==> src/rtl/fetch_jmp_ctrl.sv <==
// fetch_jmp_ctrl: tracks one unresolved branch/jump from decode until execute
// resolves it and its delay slot has left fetch, then issues one redirect
// to the fetch PC logic. A second jump is stalled in decode while one is
// pending. Keeps resolved and taken jump statistics.
//
// Ports:
//   clk, resetn             clock, asynchronous active-low reset
//   id_fire, id_is_jmp      decode accepts an instruction / it is a jump
//   slot_fire               delay-slot instruction leaves fetch
//   ex_resolve_valid        execute resolves the pending jump
//   ex_taken, ex_pc_dst     resolution outcome and target
//   fetch_ready             fetch accepts the redirect
//   exc_flush               exception/eret flush, cancels the pending jump
//   redirect_valid/_pc      redirect request to fetch (Moore)
//   id_stall                decode must hold its jump
//   jmp_pending             a jump is being tracked
//   err_timeout             sticky: resolution took TIMEOUT cycles or more
//   jmp_cnt, taken_cnt      resolved / resolved-taken jump counters (wrap)
//
// state     | meaning
// ----------+-----------------------------------------------------
// IDLE      | no jump tracked
// WAIT_RES  | jump accepted, waiting for execute to resolve it
// WAIT_SLOT | resolved taken, waiting for the delay slot to leave fetch
// REDIRECT  | redirect presented to fetch until fetch_ready
module fetch_jmp_ctrl #(
  parameter int PC_W    = 32,
  parameter int CNT_W   = 16,
  parameter int TIMEOUT = 64
) (
  input  logic             clk,
  input  logic             resetn,
  input  logic             id_fire,
  input  logic             id_is_jmp,
  input  logic             slot_fire,
  input  logic             ex_resolve_valid,
  input  logic             ex_taken,
  input  logic [PC_W-1:0]  ex_pc_dst,
  input  logic             fetch_ready,
  input  logic             exc_flush,
  output logic             redirect_valid,
  output logic [PC_W-1:0]  redirect_pc,
  output logic             id_stall,
  output logic             jmp_pending,
  output logic             err_timeout,
  output logic [CNT_W-1:0] jmp_cnt,
  output logic [CNT_W-1:0] taken_cnt
);

  localparam int TMR_W = $clog2(TIMEOUT + 2);
  localparam logic [TMR_W-1:0] TMR_LIM  = TMR_W'(TIMEOUT);
  localparam logic [TMR_W-1:0] TMR_LAST = TMR_W'(TIMEOUT - 1);

  typedef enum logic [1:0] {
    S_IDLE,
    S_WAIT_RES,
    S_WAIT_SLOT,
    S_REDIRECT
  } state_e;

  state_e           state_q, state_d;
  logic             slot_seen_q, slot_seen_d;
  logic [PC_W-1:0]  target_q, target_d;
  logic [TMR_W-1:0] timer_q, timer_d;
  logic             err_q, err_d;
  logic [CNT_W-1:0] jmp_cnt_q, jmp_cnt_d;
  logic [CNT_W-1:0] taken_cnt_q, taken_cnt_d;
  logic             jmp_req;

  assign jmp_req = id_fire & id_is_jmp;

  always_ff @(posedge clk or negedge resetn) begin
    if (!resetn) begin
      state_q     <= S_IDLE;
      slot_seen_q <= 1'b0;
      target_q    <= '0;
      timer_q     <= '0;
      err_q       <= 1'b0;
      jmp_cnt_q   <= '0;
      taken_cnt_q <= '0;
    end else begin
      state_q     <= state_d;
      slot_seen_q <= slot_seen_d;
      target_q    <= target_d;
      timer_q     <= timer_d;
      err_q       <= err_d;
      jmp_cnt_q   <= jmp_cnt_d;
      taken_cnt_q <= taken_cnt_d;
    end
  end

  always_comb begin
    state_d     = state_q;
    slot_seen_d = slot_seen_q;
    target_d    = target_q;
    timer_d     = timer_q;
    err_d       = err_q;
    jmp_cnt_d   = jmp_cnt_q;
    taken_cnt_d = taken_cnt_q;

    if (exc_flush) begin
      // Flush beats everything, including a same-cycle resolve.
      state_d     = S_IDLE;
      slot_seen_d = 1'b0;
      timer_d     = '0;
    end else begin
      case (state_q)
        S_IDLE: begin
          if (jmp_req) begin
            state_d     = S_WAIT_RES;
            slot_seen_d = 1'b0;
            timer_d     = '0;
          end
        end
        S_WAIT_RES: begin
          if (slot_fire) slot_seen_d = 1'b1;
          // Timer saturates so it cannot wrap back under the limit.
          if (timer_q != TMR_LIM) timer_d = timer_q + 1'b1;
          if ((TIMEOUT != 0) && (timer_q == TMR_LAST)) err_d = 1'b1;
          if (ex_resolve_valid) begin
            jmp_cnt_d = jmp_cnt_q + 1'b1;
            if (ex_taken) begin
              taken_cnt_d = taken_cnt_q + 1'b1;
              target_d    = ex_pc_dst;
              state_d     = (slot_seen_q | slot_fire) ? S_REDIRECT : S_WAIT_SLOT;
            end else begin
              state_d = S_IDLE;
            end
          end
        end
        S_WAIT_SLOT: begin
          if (slot_fire) state_d = S_REDIRECT;
        end
        S_REDIRECT: begin
          if (fetch_ready) state_d = S_IDLE;
        end
        default: state_d = S_IDLE;
      endcase
    end
  end

  assign redirect_valid = (state_q == S_REDIRECT);
  assign redirect_pc    = (state_q == S_REDIRECT) ? target_q : '0;
  assign jmp_pending    = (state_q != S_IDLE);
  assign id_stall       = (state_q != S_IDLE) & jmp_req;
  assign err_timeout    = err_q;
  assign jmp_cnt        = jmp_cnt_q;
  assign taken_cnt      = taken_cnt_q;

endmodule
==> config.mk <==
export PLATFORM = sky130hd
export DESIGN_NAME = fetch_jmp_ctrl
export DESIGN_NICKNAME = d
export VERILOG_FILES = /design/src/rtl/fetch_jmp_ctrl.sv
export SDC_FILE = /design/constraint.sdc
export NUM_CORES = 1
export LEC_CHECK = 0
export ABC_CLOCK_PERIOD_IN_PS = 4500
export BUFFER_PORTS_ARGS = -buffer_cell sky130_fd_sc_hd__buf_2
export CORE_ASPECT_RATIO = 0.9
export CORE_UTILIZATION = 42
export CTS_CLUSTER_DIAMETER = 120
export DETAILED_ROUTE_END_ITERATION = 10
export PLACE_DENSITY = 0.69
export SYNTH_ARGS = -nofsm -noshare
export SYNTH_HDL_FRONTEND = slang
export SYNTH_SLANG_ARGS = --single-unit
==> constraint.sdc <==
create_clock -name clk -period 4.5 [get_ports clk]
set_clock_uncertainty 0.15 [all_clocks]
set_input_delay 0.225 -clock clk [delete_from_list [all_inputs] [get_ports clk]]
set_output_delay 0.225 -clock clk [all_outputs]
set_load 0.01 [all_outputs]
==> Word-level counts from Yosys, hierarchy flattened <==
Cells that the tools add are included.
{ "op_classes": {"eq_ne": 11, "n_addsub": 3, "muxes": 17, "bitwise": 4, "reduce_logical": 9} }
{ "op_table": {"columns": ["cell", "n"], "rows": [
  ["16-bit by 1-bit adder with 16-bit output (second input constant)", 2],
  ["32-bit 2-to-1 mux", 1],
  ["7-bit 2-to-1 mux", 3],
  ["3-bit inequality test (second input constant)", 6],
  ["7-bit case mux with 2 select lines", 1],
  ["2-bit 2-to-1 mux", 6],
  ["3-bit AND reduction", 4],
  ["2-bit case mux with 4 select lines", 1],
  ["4-bit AND reduction", 2],
  ["7-bit by 1-bit adder with 7-bit output (second input constant)", 1],
  ["7-bit by 6-bit == test with 1-bit output (second input constant)", 1],
  ["7-bit inequality test (second input constant)", 1],
  ["2-bit == test (second input constant)", 2],
  ["1-bit 2-to-1 mux", 4],
  ["3-bit nonzero test", 1],
  ["1-bit AND", 2],
  ["2-bit by 1-bit == test with 1-bit output (second input constant)", 1],
  ["2-bit logical NOT", 1],
  ["1-bit case mux with 2 select lines", 1],
  ["2-bit nonzero test", 1],
  ["1-bit inverter", 1],
  ["1-bit OR", 1]
]} }
{ "word_totals": {"regBits": 75, "output_inout_bits": 68, "in_bits": 41, "wordCells": 51} }

==> Longest topological paths before layout <==
Gate-level depths: netlist of the first run.
{ "depth": {"word_depth": 6, "mapped_depth": 7, "depth_no_buf": 6} }

==> Least setup slack after synthesis of the first run <==
No wires, ideal clock.
{ "synth_timing": {"path_kind": "reg2reg", "startpoint": "reg state_q[1]", "endpoint": "reg target_q[17]", "n_path_buf": 3, "path_stages_with_launch": 7, "path_slack_ps": 2525, "t_required_ps": 4225, "synth_period_minus_slack_ps": 1975, "arrival_time_ps": 1700, "setup_ps": 125, "cell_sequence": "dfrtp_1 > buf_2 > or3b_1 > buf_4 > nor2_8 > buf_4 > mux2_2"} }
{ "synth_via": {"elab_chain_cells": 2} }
{ "synth_rtl": {"columns": ["item", "line", "rtl"], "rows": [
  ["start: declaration", "61", "state_e state_q, state_d;"],
  ["start signal: assignment", "82", "state_q <= state_d;"],
  ["2-bit by 1-bit == test with 1-bit output", "107", "case (state_q)"],
  ["4-bit AND reduction (no line)", null, null],
  ["end signal: assignment", "84", "target_q <= target_d;"],
  ["end: declaration", "63", "logic [PC_W-1:0] target_q, target_d;"]
]} }
Every way passes these cells.
A chain may end at the register's enable or synchronous reset.

==> Final worst setup path of the first run <==
{ "layout_timing": {"startpoint": "reg state_q[0]", "endpoint": "reg target_q[9]"} }
The elaborated chain is that of the path after synthesis.

==> impl_metrics.json, run 1 <==
{
  "status": "complete, but fails checks",
  "violations": "DRC",
  "r2r-end": "target_q[9]$_DFFE_PN0P_",
  "rsz0062_at_grt": "false",
  "dp_hpwl_um": 5000,
  "synth_top_cell_area_share_pct": 54.0,
  "overflow": 0,
  "syn_area_sq_um": 3480,
  "num_antenna_cells": 0,
  "drive_gt1_share_pct": 36.5,
  "synth_area_per_cell_sq_um": 11.8,
  "ir_worst_vdd_mv": 0.251,
  "synth_top_family_by_area": "simple AND/OR/NAND/NOR gates",
  "cts_root_buf": "clkbuf_8",
  "crit_path_end": "target_q[9]$_DFFE_PN0P_",
  "synthSimpleGateAreaFrac_pct": 17.9,
  "synth-compound-area-share_pct": 4.46,
  "die_w_um": 97.9,
  "vias_per_cell": 4.98,
  "layout.nets": 481,
  "fin_crit_sh_pct": 65.1,
  "max_slew_margin_pct": 25.2,
  "clk_pin_slew_ns": 0.07,
  "hold_class": "in -> reg",
  "routed_wl_um": 7770,
  "gr-usage-all-layers_pct": 18.5,
  "dp_cells": 488,
  "post_cts_resized": 0,
  "cts_max_path_buffers": 2,
  "start_util_pct": 43.3,
  "clkSinkCount": 75,
  "finalSetupTns_ns": 0,
  "pwr_density_cell_nw_per_um2": 367,
  "grt_max_degree": 76,
  "post_layout_nonfiller_instances": 540,
  "top_usage_layer": "met2",
  "reg2reg_slack_ns": 1.57,
  "synth_top_cell_by_area": "dfrtp_1",
  "ys_warn_count": 0,
  "cp-startpoint": "state_q[0]$_DFFE_PN0P_",
  "regToRegStartpoint": "state_q[0]$_DFFE_PN0P_",
  "muxShareOfSynthArea_pct": 11.6,
  "cts_tree": "built",
  "globalplace.congestion": 0.739,
  "h-tree-depth": 3,
  "io_pins": 109,
  "core_area_sq_um": 8030,
  "arrival_ns": 3.01,
  "use_met1_pct": 24.2,
  "area_growth_pct": 34.5,
  "holdPathStages": 5,
  "drv_slew": 0,
  "path_cells": "or3b_1, nor2_8, mux2_2",
  "crit_required_ns": 4.58,
  "synth.distinct_cells": 38,
  "ys_seq_area_share_pct": 54.0,
  "grt_pass1_vias": 2579,
  "drtIter0Drc": 152,
  "maxCapViolCount": 0,
  "met2_usage_pct": 29.3,
  "antenna_left": 0,
  "vias": 2689,
  "dieArea_sq_um": 8650,
  "max_stage_delay_ns": 1.04,
  "worstSetupPathType": "reg -> reg",
  "fill_cells": 696,
  "wl_per_cell_um": 14.4,
  "numCtsBuffers": 9,
  "port_buffers": 108,
  "drc": 4,
  "synth-xor-area-share_pct": 7.81,
  "antenna_found_initial": 0,
  "die_h_um": 88.3,
  "groute.layer.met3.usage_pct": 5.61,
  "slowest_stage": "dfrtp_1",
  "grt_first_pass_wirelength_um": 12500,
  "drt_pass1_iterations": 7,
  "setup_viol": 0,
  "path_max_fanout": 44,
  "netlist_instances": 295,
  "startpoint_type": "flip-flop",
  "fmaxAchievable_mhz": 341,
  "max_slew.worst_pin.slew_ns": 1.12,
  "p_leak_nw": 2.46,
  "period_needed_ns": 2.93,
  "synth_fp_nets": 340,
  "synth-seq-cells": 75,
  "synthAdderAreaFrac_pct": 1.44,
  "clk_latency_ns": 0.34,
  "min_from": "ex_resolve_valid",
  "num_rows": 31,
  "finalHoldViolCount": 0,
  "cp-end-kind": "flip-flop",
  "yosys-top-cells-area": "dfrtp_1 54%, mux2_2 11%, xnor2_1 7.1%",
  "r2r_cells": 3
}
==> worst max-delay path, delay by kind of cell (launching register included) <==
family / cells / cell delay, ns
flops: 1 / 1.04
mux: 1 / 0.40
simple gates: 2 / 1.21
==> repair_timing <==
item	CTS	global route
endpoints found under the hold margin	110	0
hold buffers	36	0
setup buffers	0	0
==> worst min-delay path by stage <==
stage,end,slack (ns)
after floorplan,err_timeout$_DFFE_PN0P_,-0.22
after global placement,taken_cnt[12]$_DFFE_PN0P_,0.28
after detailed placement,taken_cnt[12]$_DFFE_PN0P_,0.28
after CTS,jmp_cnt[2]$_DFFE_PN0P_,0.13
after global routing,jmp_cnt[2]$_DFFE_PN0P_,0.16
final,jmp_cnt[2]$_DFFE_PN0P_,0.15
==> per-layer routing <==
| layer | wire, um | up-vias |
|---|---|---|
| met5 | 0 | - |
| met2 | 3670 | 74 |
| li1 | - | 1318 |
| met4 | 89 | 0 |
| met3 | 365 | 6 |
| met1 | 3640 | 1291 |
==> power breakdown <==
group | switching [mW] | internal (mW) | total (mW) | leakage (nW)
sequential | 0.0779 | 0.783 | 0.861 | 0.987
combinational | 0.0953 | 0.141 | 0.236 | 1.36
clock | 0.235 | 0.384 | 0.620 | 0.117
==> state kept, by name (all words and copies together) (netlist names) <==
| name | flops |
|---|---|
| taken_cnt | 16 |
| err_timeout | 1 |
| target_q | 32 |
| slot_seen_q | 1 |
| timer_q | 7 |
| state_q | 2 |
| jmp_cnt | 16 |
==> layout by cell type (no fill, tap or decap), types with 4 or more instances in the layout <==
cell type,netlist,layout
o21ai_0,8,8
dlygate4sd3_1,0,36
clkbuf_8,0,10
nand3_1,18,18
nor2_1,6,6
nand4_1,7,7
mux2_2,34,34
xnor2_1,28,28
ha_1,4,4
buf_2,1,107
and3_1,36,36
nand2_1,18,18
a211oi_1,4,4
inv_1,8,8
dfrtp_1,75,75
==> synth_stat cells, drive strengths merged <==
library cell  instances
nor3                  2
inv                   8
clkbuf                9
o31ai                 1
and3                 36
or3b                  1
mux2                 35
nand3b                2
dfrtp                75
a311oi                1
nand3                18
a21oi                 3
xnor2                28
nor3b                 1
nor2                  7
buf                   5
nor2b                 2
nand4                 7
a211oi                4
o21ai                 8
a221o                 1
and2                  3
or2                   1
a22o                  2
and4b                 1
nand4bb               1
nor4                  2
mux2i                 1
xor2                  3
o211ai                1
and4                  2
ha                    4
nand2                18
a31oi                 2
==> stage by stage <==
step / cell area [sq um] / utilization (%) / setup WS, ns / hold WS (ns) / total power, mW
after floorplan: 3480 / - / 2.52 / -0.221 / 0.993
after global placement: 4080 / 50.8 / 1.57 / 0.278 / 1.07
after detailed placement: 4080 / 50.8 / 1.54 / 0.279 / 1.09
after CTS: 4680 / 58.3 / 1.54 / 0.133 / 1.74
after global routing: 4680 / 58.3 / 1.35 / 0.164 / 1.81
final: 4680 / 58.3 / 1.57 / 0.154 / 1.72
==> cells by family (layout without fill, tap and decap cells) <==
logic type               Yosys count  count (layout)
flip-flops                        75              75
multiplexers                      36              36
adder cells (fa/ha/maj)            4               4
AND/OR/NAND/NOR                  104             104
AO/OA/AOI/OAI                     23              23
XOR/XNOR                          31              31
buffers and inverters             22             168
==> layout make-up <==
| cell class | count | area [sq um] | area share [%] |
|---|---|---|---|
| clock inverter | 4 | 97.6 | 2.09 |
| multi-input combinational | 198 | 1500 | 32.1 |
| timing repair buffer | 144 | 903 | 19.3 |
| sequential | 75 | 1880 | 40.1 |
| tap | 99 | 124 | 2.65 |
| clock buffer | 12 | 145 | 3.10 |
| inverter | 8 | 30.0 | 0.642 |
(Power assumes the default switching activity.)
==> run 2, diff against run 1 <==
Settings changed: ABC_CLOCK_PERIOD_IN_PS 4500 to 2400, PLACE_DENSITY 0.69 to 0.71.
Clock period 4.5 ns to 2.4 ns, I/O delays scaled along.
==> run 2 against run 1 <==
The run still ends with DRC left. Non-clock buffer count up 3. Utilization rose by 0.42 points. Sequential share of layout area down 0.29 points. Clock power grew 87%. Critical path depth grew 3. First-iteration DRC count fell by 29%. Count of clock-buffer cells in the layout is 1 lower. Via count increased by 4.5%. Routed wire length is 3.5% higher. Critical path type is now in -> reg. Largest cell class unchanged. Highest routed layer unchanged.
==> impl_metrics.json, run 2 (same netlist as run 1, synthesis figures left out) <==
{
  "drt_pass1_iterations": 7,
  "die_h_um": 88.3,
  "p_leak_nw": 2.49,
  "fill_cells": 660,
  "total_power_mw": 3.25,
  "rsz0062_at_grt": "false",
  "groute.layer.met3.usage_pct": 6.00,
  "status": "complete, but fails checks",
  "maxCapViolCount": 0,
  "pre_cts_ws_ns": 0.328,
  "max_stage_delay_ns": 0.59,
  "dieArea_sq_um": 8650,
  "final_common_cell": "buf_2",
  "die_w_um": 97.9,
  "h-tree-depth": 3,
  "drive_gt1_share_pct": 37.2,
  "drc": 6,
  "met2_usage_pct": 32.2,
  "grt_pass1_vias": 2765,
  "reg2reg_slack_ns": 0.34,
  "wl_per_cell_um": 14.8,
  "numCtsBuffers": 9,
  "vias": 2811,
  "area_growth_pct": 35.5,
  "drv_slew": 0,
  "finalHoldViolCount": 0,
  "cts_tree": "built",
  "top_usage_layer": "met2",
  "period_needed_ns": 2.14,
  "io_pins": 109,
  "post_cts_resized": 0,
  "slowest_stage": "or3b_1",
  "setup_viol": 0,
  "arrival_ns": 2.22,
  "cts_max_path_buffers": 2,
  "holdWs_ns": 0.0389,
  "core_area_sq_um": 8030,
  "cts_root_buf": "clkbuf_8",
  "drtIter0Drc": 108,
  "dp_hpwl_um": 5000,
  "port_buffers": 108,
  "grt_first_pass_wirelength_um": 13000,
  "path_cells": "dlygate4sd3_1, buf_2, or3b_1, nor2_8, buf_12, mux2_2",
  "top_register": "target_q",
  "largest_reg_flops": 32,
  "placed_cell_area_sq_um": 4110,
  "num_rows": 31,
  "use_met1_pct": 23.9,
  "stdcell_area_sq_um": 4710,
  "clk_pin_slew_ns": 0.08,
  "antenna_left": 0,
  "finalSetupTns_ns": 0,
  "layout_setup_ws_ns": 0.256,
  "violations": "DRC",
  "layout.nets": 484,
  "startpoint_type": "input pin",
  "layout_common_cells": "107 x buf_2, 75 x dfrtp_1, 36 x and3_1, 36 x dlygate4sd3_1, 34 x mux2_2",
  "clkSinkCount": 75,
  "overflow": 0,
  "antenna_found_initial": 0,
  "cp-end-kind": "flip-flop",
  "hold_class": "in -> reg",
  "clk_latency_ns": 0.34,
  "path_max_fanout": 35,
  "num_antenna_cells": 0,
  "fin_crit_sh_pct": 89.4,
  "max_slew_margin_pct": 37.4,
  "pwr_density_cell_nw_per_um2": 689,
  "vias_per_cell": 5.18,
  "fmaxAchievable_mhz": 466,
  "start_util_pct": 43.3,
  "crit_required_ns": 2.47,
  "routed_wl_um": 8040,
  "worstSetupPathType": "in -> reg",
  "globalplace.congestion": 0.793,
  "ir_worst_vdd_mv": 0.315,
  "gr-usage-all-layers_pct": 19.2,
  "max_slew.worst_pin.slew_ns": 0.938,
  "grt_max_degree": 76
}
==> run 2: repair_timing <==
item,in CTS,in global routing
setup buffers,0,0
hold endpoints to repair,110,0
hold buffers,36,0
==> run 2: final timing paths <==
kind / from / to / cells past startpoint
max in group asynchronous: resetn / jmp_cnt[3]$_DFFE_PN0P_ / 2
setup / recovery: exc_flush / target_q[11]$_DFFE_PN0P_ / 6
min in group asynchronous: resetn / taken_cnt[6]$_DFFE_PN0P_ / 2
hold / removal: ex_resolve_valid / jmp_cnt[2]$_DFFE_PN0P_ / 5
hold reg to reg: jmp_cnt[15]$_DFFE_PN0P_ / jmp_cnt[15]$_DFFE_PN0P_ / 1
setup reg to reg: state_q[0]$_DFFE_PN0P_ / jmp_cnt[15]$_DFFE_PN0P_ / 5
==> run 2: metal layers <==
layer	up-vias	share of wire (%)
met1	1369	45
met4	0	1.4
met3	14	5.5
li1	1335	-
met2	93	48
met5	-	0
==> run 2: per-stage QoR <==
step | util, % | instances
3_3_place_gp | 51.2 | 491
4_1_cts | 58.7 | 543
5_1_grt | 58.7 | 543
6_report | 58.7 | 543
2_1_floorplan | - | 295
3_5_place_dp | 51.2 | 491
==> run 2: power by group <==
part / switching (mW) / total (mW) / internal [mW]
clock: 0.449 / 1.16 / 0.716
sequential: 0.137 / 1.61 / 1.47
combinational: 0.207 / 0.476 / 0.269
total: 0.792 / 3.25 / 2.45
==> run 2: layout make-up <==
| cell class | count | area, sq um | area share (%) |
|---|---|---|---|
| clock buffers | 11 | 141 | 3.00 |
| clock inverters | 5 | 100 | 2.12 |
| inverters | 8 | 30.0 | 0.637 |
| multi-input cells | 198 | 1500 | 31.9 |
| flip-flops and latches | 75 | 1880 | 39.8 |
| well taps | 99 | 124 | 2.63 |
| repair buffers | 147 | 938 | 19.9 |
==> run 2: critical path: cells and delay by family <==
kind                   cells  cell delay (ns)
buffers and inverters      3             0.92
and+or+nand+nor            2             0.78
muxes                      1             0.37
==> run 3, diff against run 2 <==
Settings changed: CORE_UTILIZATION 42 to 46, PLACE_DENSITY 0.71 to 0.77.
==> run 3 against run 2 <==
The flow now finishes without violations. Count of clock-buffer cells in the layout rose by 1. Die area fell by 8.5%. First-iteration DRC count rose by 51%. Sequential power barely moved. Via count fell by 0.60%. Largest cell class unchanged. Highest routed layer unchanged.
==> impl_metrics.json, run 3 (same netlist as run 1, synthesis figures left out) <==
{
  "status": "finished, final reports clean",
  "clkSinkCount": 75,
  "cts_root_buf": "clkbuf_8",
  "startpoint_type": "input pin",
  "port_buffers": 108,
  "arrival_ns": 2.24,
  "post_cts_resized": 0,
  "placed_cell_area_sq_um": 4100,
  "finish.utilization_pct": 65.5,
  "io_pins": 109,
  "total_power_mw": 3.24,
  "layout_common_cells": "107 x buf_2, 75 x dfrtp_1, 36 x and3_1, 36 x dlygate4sd3_1, 34 x mux2_2",
  "area_growth_pct": 35.3,
  "layout_setup_ws_ns": 0.235,
  "holdPathStages": 3,
  "antenna_left": 0,
  "grt_first_pass_wirelength_um": 13700,
  "die_w_um": 93.7,
  "post_layout_nonfiller_instances": 537,
  "core_area_sq_um": 7180,
  "r2r-end": "target_q[31]$_DFFE_PN0P_",
  "drt_pass1_iterations": 4,
  "r2r_cells": 4,
  "num_rows": 29,
  "hold_class": "in -> reg",
  "ir_worst_vdd_mv": 0.380,
  "crit_required_ns": 2.48,
  "antenna_found_initial": 0,
  "min_from": "slot_fire",
  "grt_pass1_vias": 2876,
  "overflow": 0,
  "hold-path-endpoint": "state_q[0]$_DFFE_PN0P_",
  "maxCapViolCount": 0,
  "dieArea_sq_um": 7910,
  "h-tree-depth": 3,
  "top_register": "target_q",
  "worstSetupPathType": "in -> reg",
  "routed_wl_um": 8000,
  "clk_pin_slew_ns": 0.07,
  "wl_per_cell_um": 14.9,
  "num_antenna_cells": 0,
  "pwr_density_cell_nw_per_um2": 689,
  "max_slew_margin_pct": 38.9,
  "path_max_fanout": 35,
  "drtIter0Drc": 163,
  "cts_tree": "built",
  "start_util_pct": 48.4,
  "gr-usage-all-layers_pct": 22.4,
  "clk_latency_ns": 0.34,
  "numCtsBuffers": 9,
  "holdWs_ns": 0.0272,
  "p_leak_nw": 2.48,
  "pre_cts_ws_ns": 0.354,
  "grt_max_degree": 76,
  "final_common_cell": "buf_2",
  "dp_hpwl_um": 5120,
  "finalHoldViolCount": 0,
  "fin_crit_sh_pct": 90.2,
  "cts_max_path_buffers": 2,
  "max_slew.worst_pin.slew_ns": 0.916,
  "fmaxAchievable_mhz": 462,
  "vias": 2794,
  "setup_viol": 0,
  "drc": 0,
  "vias_per_cell": 5.20,
  "cp-end-kind": "flip-flop",
  "dp_cells": 485,
  "period_needed_ns": 2.17,
  "reg2reg_slack_ns": 0.33,
  "drv_slew": 0,
  "finalSetupTns_ns": 0,
  "largest_reg_flops": 32,
  "layout.nets": 484,
  "stdcell_area_sq_um": 4710,
  "globalplace.congestion": 0.785,
  "regToRegStartpoint": "state_q[1]$_DFFE_PN0P_",
  "rsz0062_at_grt": "false",
  "drive_gt1_share_pct": 36.9,
  "die_h_um": 84.5
}
==> run 3: cell types whose count changed in the layout (fill, tap and decap cells not counted) <==
| cell | change |
|---|---|
| clkinv_2 | -2 |
| clkbuf_1 | +1 |
| clkinvlp_4 | +1 |
==> run 3: final cells by class <==
cell class / count / area (sq um)
clock buffer: 12 / 145
clock inverter: 4 / 97.6
fill: 579 / 2480
inverter: 8 / 30.0
multi-input combinational: 198 / 1500
sequential: 75 / 1880
tap: 93 / 116
timing repair buffer: 147 / 938
==> run 3: worst max path at each step <==
stage | from | endpoint
floorplan | state_q[1]$_DFFE_PN0P_ | target_q[17]$_DFFE_PN0P_
global placement | state_q[1]$_DFFE_PN0P_ | target_q[8]$_DFFE_PN0P_
detailed placement | state_q[1]$_DFFE_PN0P_ | target_q[31]$_DFFE_PN0P_
CTS | exc_flush | target_q[31]$_DFFE_PN0P_
global route | state_q[0]$_DFFE_PN0P_ | jmp_cnt[14]$_DFFE_PN0P_
finish | exc_flush | target_q[31]$_DFFE_PN0P_
==> run 3: metal layers <==
layer	up-vias	global-route usage (%)	wire (um)
met3	6	6.88	435
li1	1328	-	-
met2	96	36.0	3960
met4	0	6.71	74
met5	-	0	0
met1	1364	29.1	3530
==> run 3: critical path, cell delays in order <==
cell and delay [ns]:
dlygate4sd3_1 0.53, buf_2 0.17, or3b_1 0.61, nor2_8 0.20, buf_12 0.21, mux2_2 0.37
==> run 3: power by group <==
part           internal [mW]  switching (mW)
Sequential              1.47           0.136
Clock                  0.720           0.448
Combinational          0.269           0.203
Total                   2.46           0.787
==> run 3: timing repair <==
item                      in CTS  in global routing
hold buffers                  36                  0
hold endpoints to repair     110                  0
setup buffers                  0                  0
